--- src/rtl/seg_shift_out_pkg.sv ---
// Shared definitions for the segment-pattern serializer: FSM states,
// frame length and default serial clock divider.
package seg_shift_out_pkg;

  localparam int WIDTH_C     = 64;
  localparam int DIV_DEFAULT = 4;
  localparam int BIT_CNT_W   = 6;
  localparam int DIV_CNT_W   = 8;

  typedef enum logic [1:0] {
    ST_IDLE  = 2'd0,
    ST_SHIFT = 2'd1,
    ST_LATCH = 2'd2
  } state_e;

endpackage

--- src/rtl/seg_shift_out_clk_div.sv ---
// Serial clock divider: DIV clk cycles per seg_clk phase, and a tick at
// the end of each high phase that marks one completed bit.
module seg_clk_div
  import seg_shift_out_pkg::*;
#(
  parameter int DIV = DIV_DEFAULT
) (
  input  logic clk,
  input  logic rst,
  input  logic en,
  input  logic clr,
  output logic seg_clk,
  output logic bit_end
);

  localparam logic [DIV_CNT_W-1:0] TERM = DIV_CNT_W'(DIV - 1);

  logic [DIV_CNT_W-1:0] cnt_q, cnt_d;
  logic                 lvl_q, lvl_d;
  logic                 phase_end;

  always_comb begin
    phase_end = en && (cnt_q == TERM);
    cnt_d     = cnt_q;
    lvl_d     = lvl_q;
    if (clr) begin
      cnt_d = '0;
      lvl_d = 1'b0;
    end else if (en) begin
      if (phase_end) begin
        cnt_d = '0;
        lvl_d = ~lvl_q;
      end else begin
        cnt_d = cnt_q + 1'b1;
      end
    end
  end

  always_ff @(posedge clk or posedge rst) begin
    if (rst) begin
      cnt_q <= '0;
      lvl_q <= 1'b0;
    end else begin
      cnt_q <= cnt_d;
      lvl_q <= lvl_d;
    end
  end

  assign seg_clk = lvl_q;
  // A phase ending while the level is high is the falling edge: bit done.
  assign bit_end = phase_end & lvl_q;

endmodule

--- src/rtl/seg_shift_out.sv ---
// Captures a 64-bit active-low segment frame on start and shifts it
// MSB-first into the external 74HC164 chain, blanking the display meanwhile.
module seg_shift_out
  import seg_shift_out_pkg::*;
#(
  parameter int DIV   = DIV_DEFAULT,
  parameter int WIDTH = WIDTH_C
) (
  input  logic             clk,
  input  logic             rst,
  input  logic             start,
  input  logic [WIDTH-1:0] pattern,
  output logic             busy,
  output logic             done,
  output logic             seg_clk,
  output logic             seg_sout,
  output logic             seg_pen,
  output logic             seg_clrn
);

  localparam logic [BIT_CNT_W-1:0] LAST_BIT = BIT_CNT_W'(WIDTH - 1);

  state_e               state_q, state_d;
  logic [WIDTH-1:0]     shreg_q, shreg_d;
  logic [BIT_CNT_W-1:0] bit_cnt_q, bit_cnt_d;
  logic                 busy_q, busy_d;
  logic                 done_q, done_d;
  logic                 pen_q, pen_d;
  logic                 clrn_q, clrn_d;
  logic                 div_en, div_clr, bit_end;

  seg_clk_div #(.DIV(DIV)) u_clk_div (
    .clk     (clk),
    .rst     (rst),
    .en      (div_en),
    .clr     (div_clr),
    .seg_clk (seg_clk),
    .bit_end (bit_end)
  );

  always_comb begin
    state_d   = state_q;
    shreg_d   = shreg_q;
    bit_cnt_d = bit_cnt_q;
    busy_d    = busy_q;
    done_d    = 1'b0;
    pen_d     = pen_q;
    clrn_d    = 1'b1;
    div_en    = 1'b0;
    div_clr   = 1'b0;
    case (state_q)
      ST_IDLE: begin
        if (start) begin
          shreg_d   = pattern;
          bit_cnt_d = '0;
          div_clr   = 1'b1;
          pen_d     = 1'b0;
          busy_d    = 1'b1;
          state_d   = ST_SHIFT;
        end
      end
      ST_SHIFT: begin
        div_en = 1'b1;
        if (bit_end) begin
          shreg_d   = {shreg_q[WIDTH-2:0], 1'b0};
          bit_cnt_d = bit_cnt_q + 1'b1;
          // Last bit clocked into the chain: latch it onto the display.
          if (bit_cnt_q == LAST_BIT) begin
            pen_d   = 1'b1;
            done_d  = 1'b1;
            state_d = ST_LATCH;
          end
        end
      end
      ST_LATCH: begin
        busy_d  = 1'b0;
        state_d = ST_IDLE;
      end
      default: state_d = ST_IDLE;
    endcase
  end

  always_ff @(posedge clk or posedge rst) begin
    if (rst) begin
      state_q   <= ST_IDLE;
      shreg_q   <= '0;
      bit_cnt_q <= '0;
      busy_q    <= 1'b0;
      done_q    <= 1'b0;
      pen_q     <= 1'b0;
      clrn_q    <= 1'b0;
    end else begin
      state_q   <= state_d;
      shreg_q   <= shreg_d;
      bit_cnt_q <= bit_cnt_d;
      busy_q    <= busy_d;
      done_q    <= done_d;
      pen_q     <= pen_d;
      clrn_q    <= clrn_d;
    end
  end

  assign busy     = busy_q;
  assign done     = done_q;
  assign seg_sout = shreg_q[WIDTH-1];
  assign seg_pen  = pen_q;
  assign seg_clrn = clrn_q;

endmodule
--- config.mk ---
export PLATFORM = sky130hd
export DESIGN_NAME = seg_shift_out
export DESIGN_NICKNAME = d
export VERILOG_FILES = /design/src/rtl/seg_shift_out_pkg.sv /design/src/rtl/seg_shift_out_clk_div.sv /design/src/rtl/seg_shift_out.sv
export SDC_FILE = /design/constraint.sdc
export NUM_CORES = 1
export LEC_CHECK = 0
export ABC_AREA = 1
export CAP_MARGIN = 20
export CORE_ASPECT_RATIO = 1.2
export CORE_UTILIZATION = 54
export CTS_CLUSTER_DIAMETER = 100
export DETAILED_ROUTE_END_ITERATION = 10
export PLACE_DENSITY = 0.87
export REMOVE_ABC_BUFFERS = 1
export SYNTH_ARGS = -nofsm -noshare
export SYNTH_HDL_FRONTEND = slang
export SYNTH_SLANG_ARGS = --single-unit
--- constraint.sdc ---
create_clock -name clk -period 3.8 [get_ports clk]
set_input_delay 0.76 -clock clk [delete_from_list [all_inputs] [get_ports clk]]
set_output_delay 0.76 -clock clk [all_outputs]
set_load 0.005 [all_outputs]
==> run metrics, run 1 <==
commonest non-fill, non-tap cell in the layout nand2_1; first-pass GRT wire length 17000 um; Slew Limit Fails 0; area growth from synthesis to layout 20.3%; htree depth 3; Slew Limit Headroom 42.7%; vias in the first global route 4048; Clk pwr share 41.8%; core area 7790 um^2; num rows 35; Worst EP arrival 2.51 ns; I/O pins 73; Slew @ Worst Pin 0.860 ns; number of setup buffers added after CTS 0; critical path's top delay family buffers and inverters; post-synthesis sequential area ratio 48.0%; min Tclk post-route 2.23 ns; die width 84.7 um; post-cts sizing count 0; Gate power share 5.2%; Buf/Inv on CP 2; Clock Tree Root clkbuf_8; CTS tree done; sequential share of power 53.0%; RSZ-0062 raised after global routing false; clk_skew 0.0159 ns; Register Area 2130 um^2; Worst EP required 4.08 ns; Post-Synthesis Cells 628; mapped cell area 4430 um^2; maximum root-to-sink buffer count 2; grt ovf 0; Filler Cell Count 644; GPL Wtd Cong 0.837; worst-path maximum fanout 55; vias 4097; status finished, violations left; FF+latch count, synth 85; nets 748; Sw Ratio 21.6%; antenna violations before repair 0; DR DRC count 3; largest net degree at the start of global routing 72; most frequent cells in the layout nand2_1, dfrtp_1, nand3_1, clkdlybuf4s50_1; Psw 0.000369 W; CP Capture Type register; WS Path Type input pin to register; max cap viols 0; Initial Util 56.8%; HP Class register to register; leakage power total 2.61 nW; GRT Util Overall 24.6%; # port buffers 72; CP max stage cell buf_4; ANT cells 0; Worst-Skew Late Latency 0.36 ns; failing checks design-rule violations; final WL 10000 um; CP peak stage delay 0.57 ns; die footprint 8570 um^2; Yosys warnings 0; number of routed nets with antenna violations 0; DP HPWL 6260 um; final hold vios 0; Hold Buf Count CTS 0; Iter 0 DRT Violations 353; layout cells sized above 1 4.24%; final instance area 5330 um^2; Cell Int Power 0.00134 W; drt pass-1 iters 11; crit-path cells clkdlybuf4s50_1 > nand2_2 > buf_4 > nand3_1 > nand2_1; multi-input logic area 2020 um^2; FMAX 0.449 GHz; VDD IR-drop max 0.174 mV; DR vias/cell 5.28; post-route clock period utilization 58.6%; Cell Area, Placed 5100 um^2; clock-pin slew on the worst setup and hold paths 0.08 ns; post-synth cell types 21; Inserted Clock Buffers 9; Routed WL per cell 12.9 um; syn_area_per_cell 7.05 um^2; Die Span Y 101 um; final setup fails 0; DP Cell Count 760; PD cells 321 nW/um^2; Clock Sinks 85; overall power 0.00171 W; Cell Count, Final, Fillers Out 776; Critical Path Source Type input pin
final cells by class:
class                           count  share of cell area (%)
Sequential cell                    85                    39.9
Multi-Input combinational cell    485                    37.9
Timing Repair Buffer               78                    14.4
Clock buffer                        9                    2.33
Tap cell                           92                    2.16
Clock inverter                      7                    1.83
Inverter                           20                    1.43
kinds of logic (layout without fill, tap and decap cells):
kind of cell	after synthesis	count (layout)	share of synthesized area, %
fa+ha+maj	2	2	0.565
buf+inv	58	114	6.41
xor+xnor	4	4	0.791
flops	85	85	48.0
simple gates	470	470	43.2
compound gates	8	8	0.960
other cells	1	1	0.0847
registers in the layout (all words and copies together), names as in the netlist:
signal / count
u_clk_div.seg_clk: 1
seg_pen: 1
u_clk_div.cnt_q: 8
shreg_q: 64
state_q: 2
done: 1
seg_clrn: 1
busy: 1
bit_cnt_q: 6
per-stage QoR:
stage | TNS (ns) | hold WS, ns | utilization, % | worst slack [ns]
2_1_floorplan | -37.33 | 0.476 | - | -0.530
3_3_place_gp | 0 | 0.480 | 65.5 | 1.27
3_5_place_dp | 0 | 0.494 | 65.5 | 1.24
4_1_cts | 0 | 0.515 | 68.3 | 1.60
5_1_grt | 0 | 0.530 | 68.3 | 1.41
6_report | 0 | 0.514 | 68.3 | 1.57
worst reg2reg max path, stage by stage, from the launching register on:
cell     delay (ns)
dfrtp_1        0.39
inv_1          0.08
nand2_2        0.06
inv_2          0.44
nand3_4        0.14
nand2_4        0.55
nand2_1        0.16
nand2_1        0.10
final timing paths:
path                           endpoint       start  slack (ns)  depth (start not counted)
setup reg to reg           bit_cnt_q[0]  state_q[1]        1.82                          7
max in group asynchronous    shreg_q[0]         rst        2.14                          3
min in group asynchronous   shreg_q[63]         rst        0.86                          2
setup / recovery            shreg_q[21]       start        1.57                          5
hold reg to reg              shreg_q[2]  shreg_q[2]        0.51                          2
hold / removal               shreg_q[2]  shreg_q[2]        0.51                          2
synthesized netlist by cell type:
cell type / n / share of area, %
clkbuf_1: 12 / 1.0
ha_1: 2 / 0.56
a21oi_1: 2 / 0.23
conb_1: 1 / 0.085
buf_6: 7 / 1.8
buf_2: 11 / 1.2
nor2_4: 1 / 0.25
xnor2_1: 1 / 0.20
o21ai_0: 5 / 0.56
nand2_2: 1 / 0.14
dfrtp_1: 85 / 48
inv_1: 20 / 1.7
nand2_1: 363 / 31
o21bai_1: 1 / 0.17
nand3_1: 77 / 8.7
nor2_1: 18 / 1.5
xor2_1: 3 / 0.59
nand3_4: 1 / 0.40
nand2_4: 1 / 0.25
buf_1: 8 / 0.68
nand4_1: 8 / 1.1
per-layer routing:
metal,track usage [%],part of all wire (%)
met1,30.7,42
met5,0,0
met3,3.10,3.9
met4,10.0,1.5
met2,43.8,52
power by group through the flow:
stage | Clock [W] | Sequential (W) | Combinational, W
final | 0.000714 | 0.000905 | 0.0000895
after global routing | 0.000761 | 0.000905 | 0.0000984
after CTS | 0.000725 | 0.000905 | 0.0000914
after detailed placement | 0 | 0.000923 | 0.0000907
after global placement | 0 | 0.000923 | 0.0000900
after floorplan | 0 | 0.000923 | 0.0000143
(Power assumes the default switching activity.)
==> run 2, diff against run 1 <==
Settings changed: CORE_UTILIZATION 54 to 48, PLACE_DENSITY 0.87 to 0.82.
Clock period 3.8 ns to 2.04 ns, I/O delays scaled along.
==> run 2 against run 1 <==
The run now ends clean. Power grew 87%. Non-clock buffer count increased by 4. Die area grew 12%. Via count decreased by 0.95%. Final cell count up 4.1%. Largest cell class unchanged.
==> run metrics, run 2 (synthesis gave the netlist of run 1 again) <==
Fin Setup TNS 0 ns; htree depth 3; first-pass GRT wire length 16900 um; area growth from synthesis to layout 23.5%; FMAX 0.524 GHz; Final WS setup 0.130 ns; status completed; reg2reg start u_clk_div.cnt_q[1]; VDD IR-drop max 0.336 mV; R2R setup slack 0.13 ns; largest net degree at the start of global routing 75; post-cts sizing count 0; Worst-Skew Late Latency 0.35 ns; Worst EP required 2.32 ns; drt pass-1 iters 5; # port buffers 72; GPL Wtd Cong 0.842; die width 89.7 um; maximum root-to-sink buffer count 2; min Tclk post-route 1.91 ns; WS Path Type register to register; num rows 38; post-route clock period utilization 93.6%; max cap viols 0; max reg flops 64; number of setup buffers added after CTS 0; Clock Sinks 85; RSZ-0062 raised after global routing false; Slew Limit Fails 0; ANT cells 0; vias in the first global route 3829; GRT Util Overall 22.6%; die footprint 9620 um^2; HP Class input pin to async pin; vias 4058; Final Util 60.9%; layout cells sized above 1 4.65%; worst-path maximum fanout 70; Slew @ Worst Pin 0.681 ns; Initial Util 49.3%; commonest non-fill, non-tap cell in the layout nand2_1; DR DRC count 0; Clock Tree Root clkbuf_8; Die Span Y 107 um; largest reg by FF count shreg_q; FF-to-FF path depth 7; core area 8990 um^2; DP HPWL 6150 um; clk_skew 0.0132 ns; number of routed nets with antenna violations 0; Regs by FF count shreg_q (64), u_clk_div.cnt_q (8), bit_cnt_q (6); Slew Limit Headroom 54.6%; grt ovf 0; Routed WL per cell 11.9 um; clock-pin slew on the worst setup and hold paths 0.09 ns; pre-CTS setup slack 0.209 ns; final WL 9600 um; Hold Buf Count CTS 0; Worst EP arrival 2.19 ns; I/O pins 73; final hold vios 0; hold_ws 0.356 ns; DR vias/cell 5.02; final setup fails 0; FF-to-FF End bit_cnt_q[0]; CTS tree done; Iter 0 DRT Violations 212; antenna violations before repair 0; nets 752; CP Capture Type register; PD cells 583 nW/um^2; leakage power total 2.66 nW; Inserted Clock Buffers 9; Critical Path Source Type register; most frequent cells in the layout nand2_1, dfrtp_1, nand3_1, clkdlybuf4s50_1
==> run 2: changes by cell type in the layout (fill, tap and decap cells not counted), sizes merged <==
cell / delta
clkbuf: +2
buf: +4
inv: -1
clkinv: +1
clkinvlp: -2
==> run 2: worst max-delay path, cell delays in order, from the launching register on <==
cell	delay [ns]
dfrtp_1	0.42
ha_1	0.24
nand2_1	0.12
nor2_4	0.07
nand3_4	0.07
buf_4	0.54
nand3_1	0.20
nand2_1	0.13
==> run 2: power by group <==
part / internal, W / total (W) / switching, W
Sequential: 0.00169 / 0.00169 / 0.000000924
Combinational: 0.000120 / 0.000175 / 0.0000550
Clock: 0.000728 / 0.00133 / 0.000600
Total: 0.00253 / 0.00319 / 0.000656
==> run 2: worst max path at each step <==
stage                     slack [ns]          startpoint                  to
after floorplan                -2.29          state_q[1]        bit_cnt_q[5]
after global placement          0.26               start  u_clk_div.cnt_q[1]
after detailed placement        0.21  u_clk_div.cnt_q[0]         shreg_q[55]
after CTS                       0.15  u_clk_div.cnt_q[1]        bit_cnt_q[0]
after global routing           0.008  u_clk_div.cnt_q[1]        bit_cnt_q[0]
final                           0.13  u_clk_div.cnt_q[1]        bit_cnt_q[0]
==> run 2: final cells by class <==
class / count / area (um^2)
fillers: 808 / 3520
flip-flops and latches: 85 / 2130
multi-input cells: 485 / 2020
repair buffers: 82 / 871
well taps: 120 / 150
clock buffers: 11 / 141
clock inverters: 5 / 82.6
inverters: 20 / 76.3
==> run 2: stage by stage <==
| stage | std cells | total power, W | area (um^2) |
|---|---|---|---|
| detailed placement | 792 | 0.00190 | 5250 |
| global route | 808 | 0.00331 | 5470 |
| finish | 808 | 0.00319 | 5470 |
| CTS | 808 | 0.00323 | 5470 |
| floorplan | 590 | 0.00175 | 4220 |
| global placement | 792 | 0.00190 | 5250 |
==> run 2: per-layer routing <==
layer  share of wire [%]  vias up  GRT usage [%]
met4                0.91        0           7.37
met1                  44     1874           29.5
met5                   0        -              0
li1                    -     2051              -
met2                  50      125           37.1
met3                 5.2        8           4.85
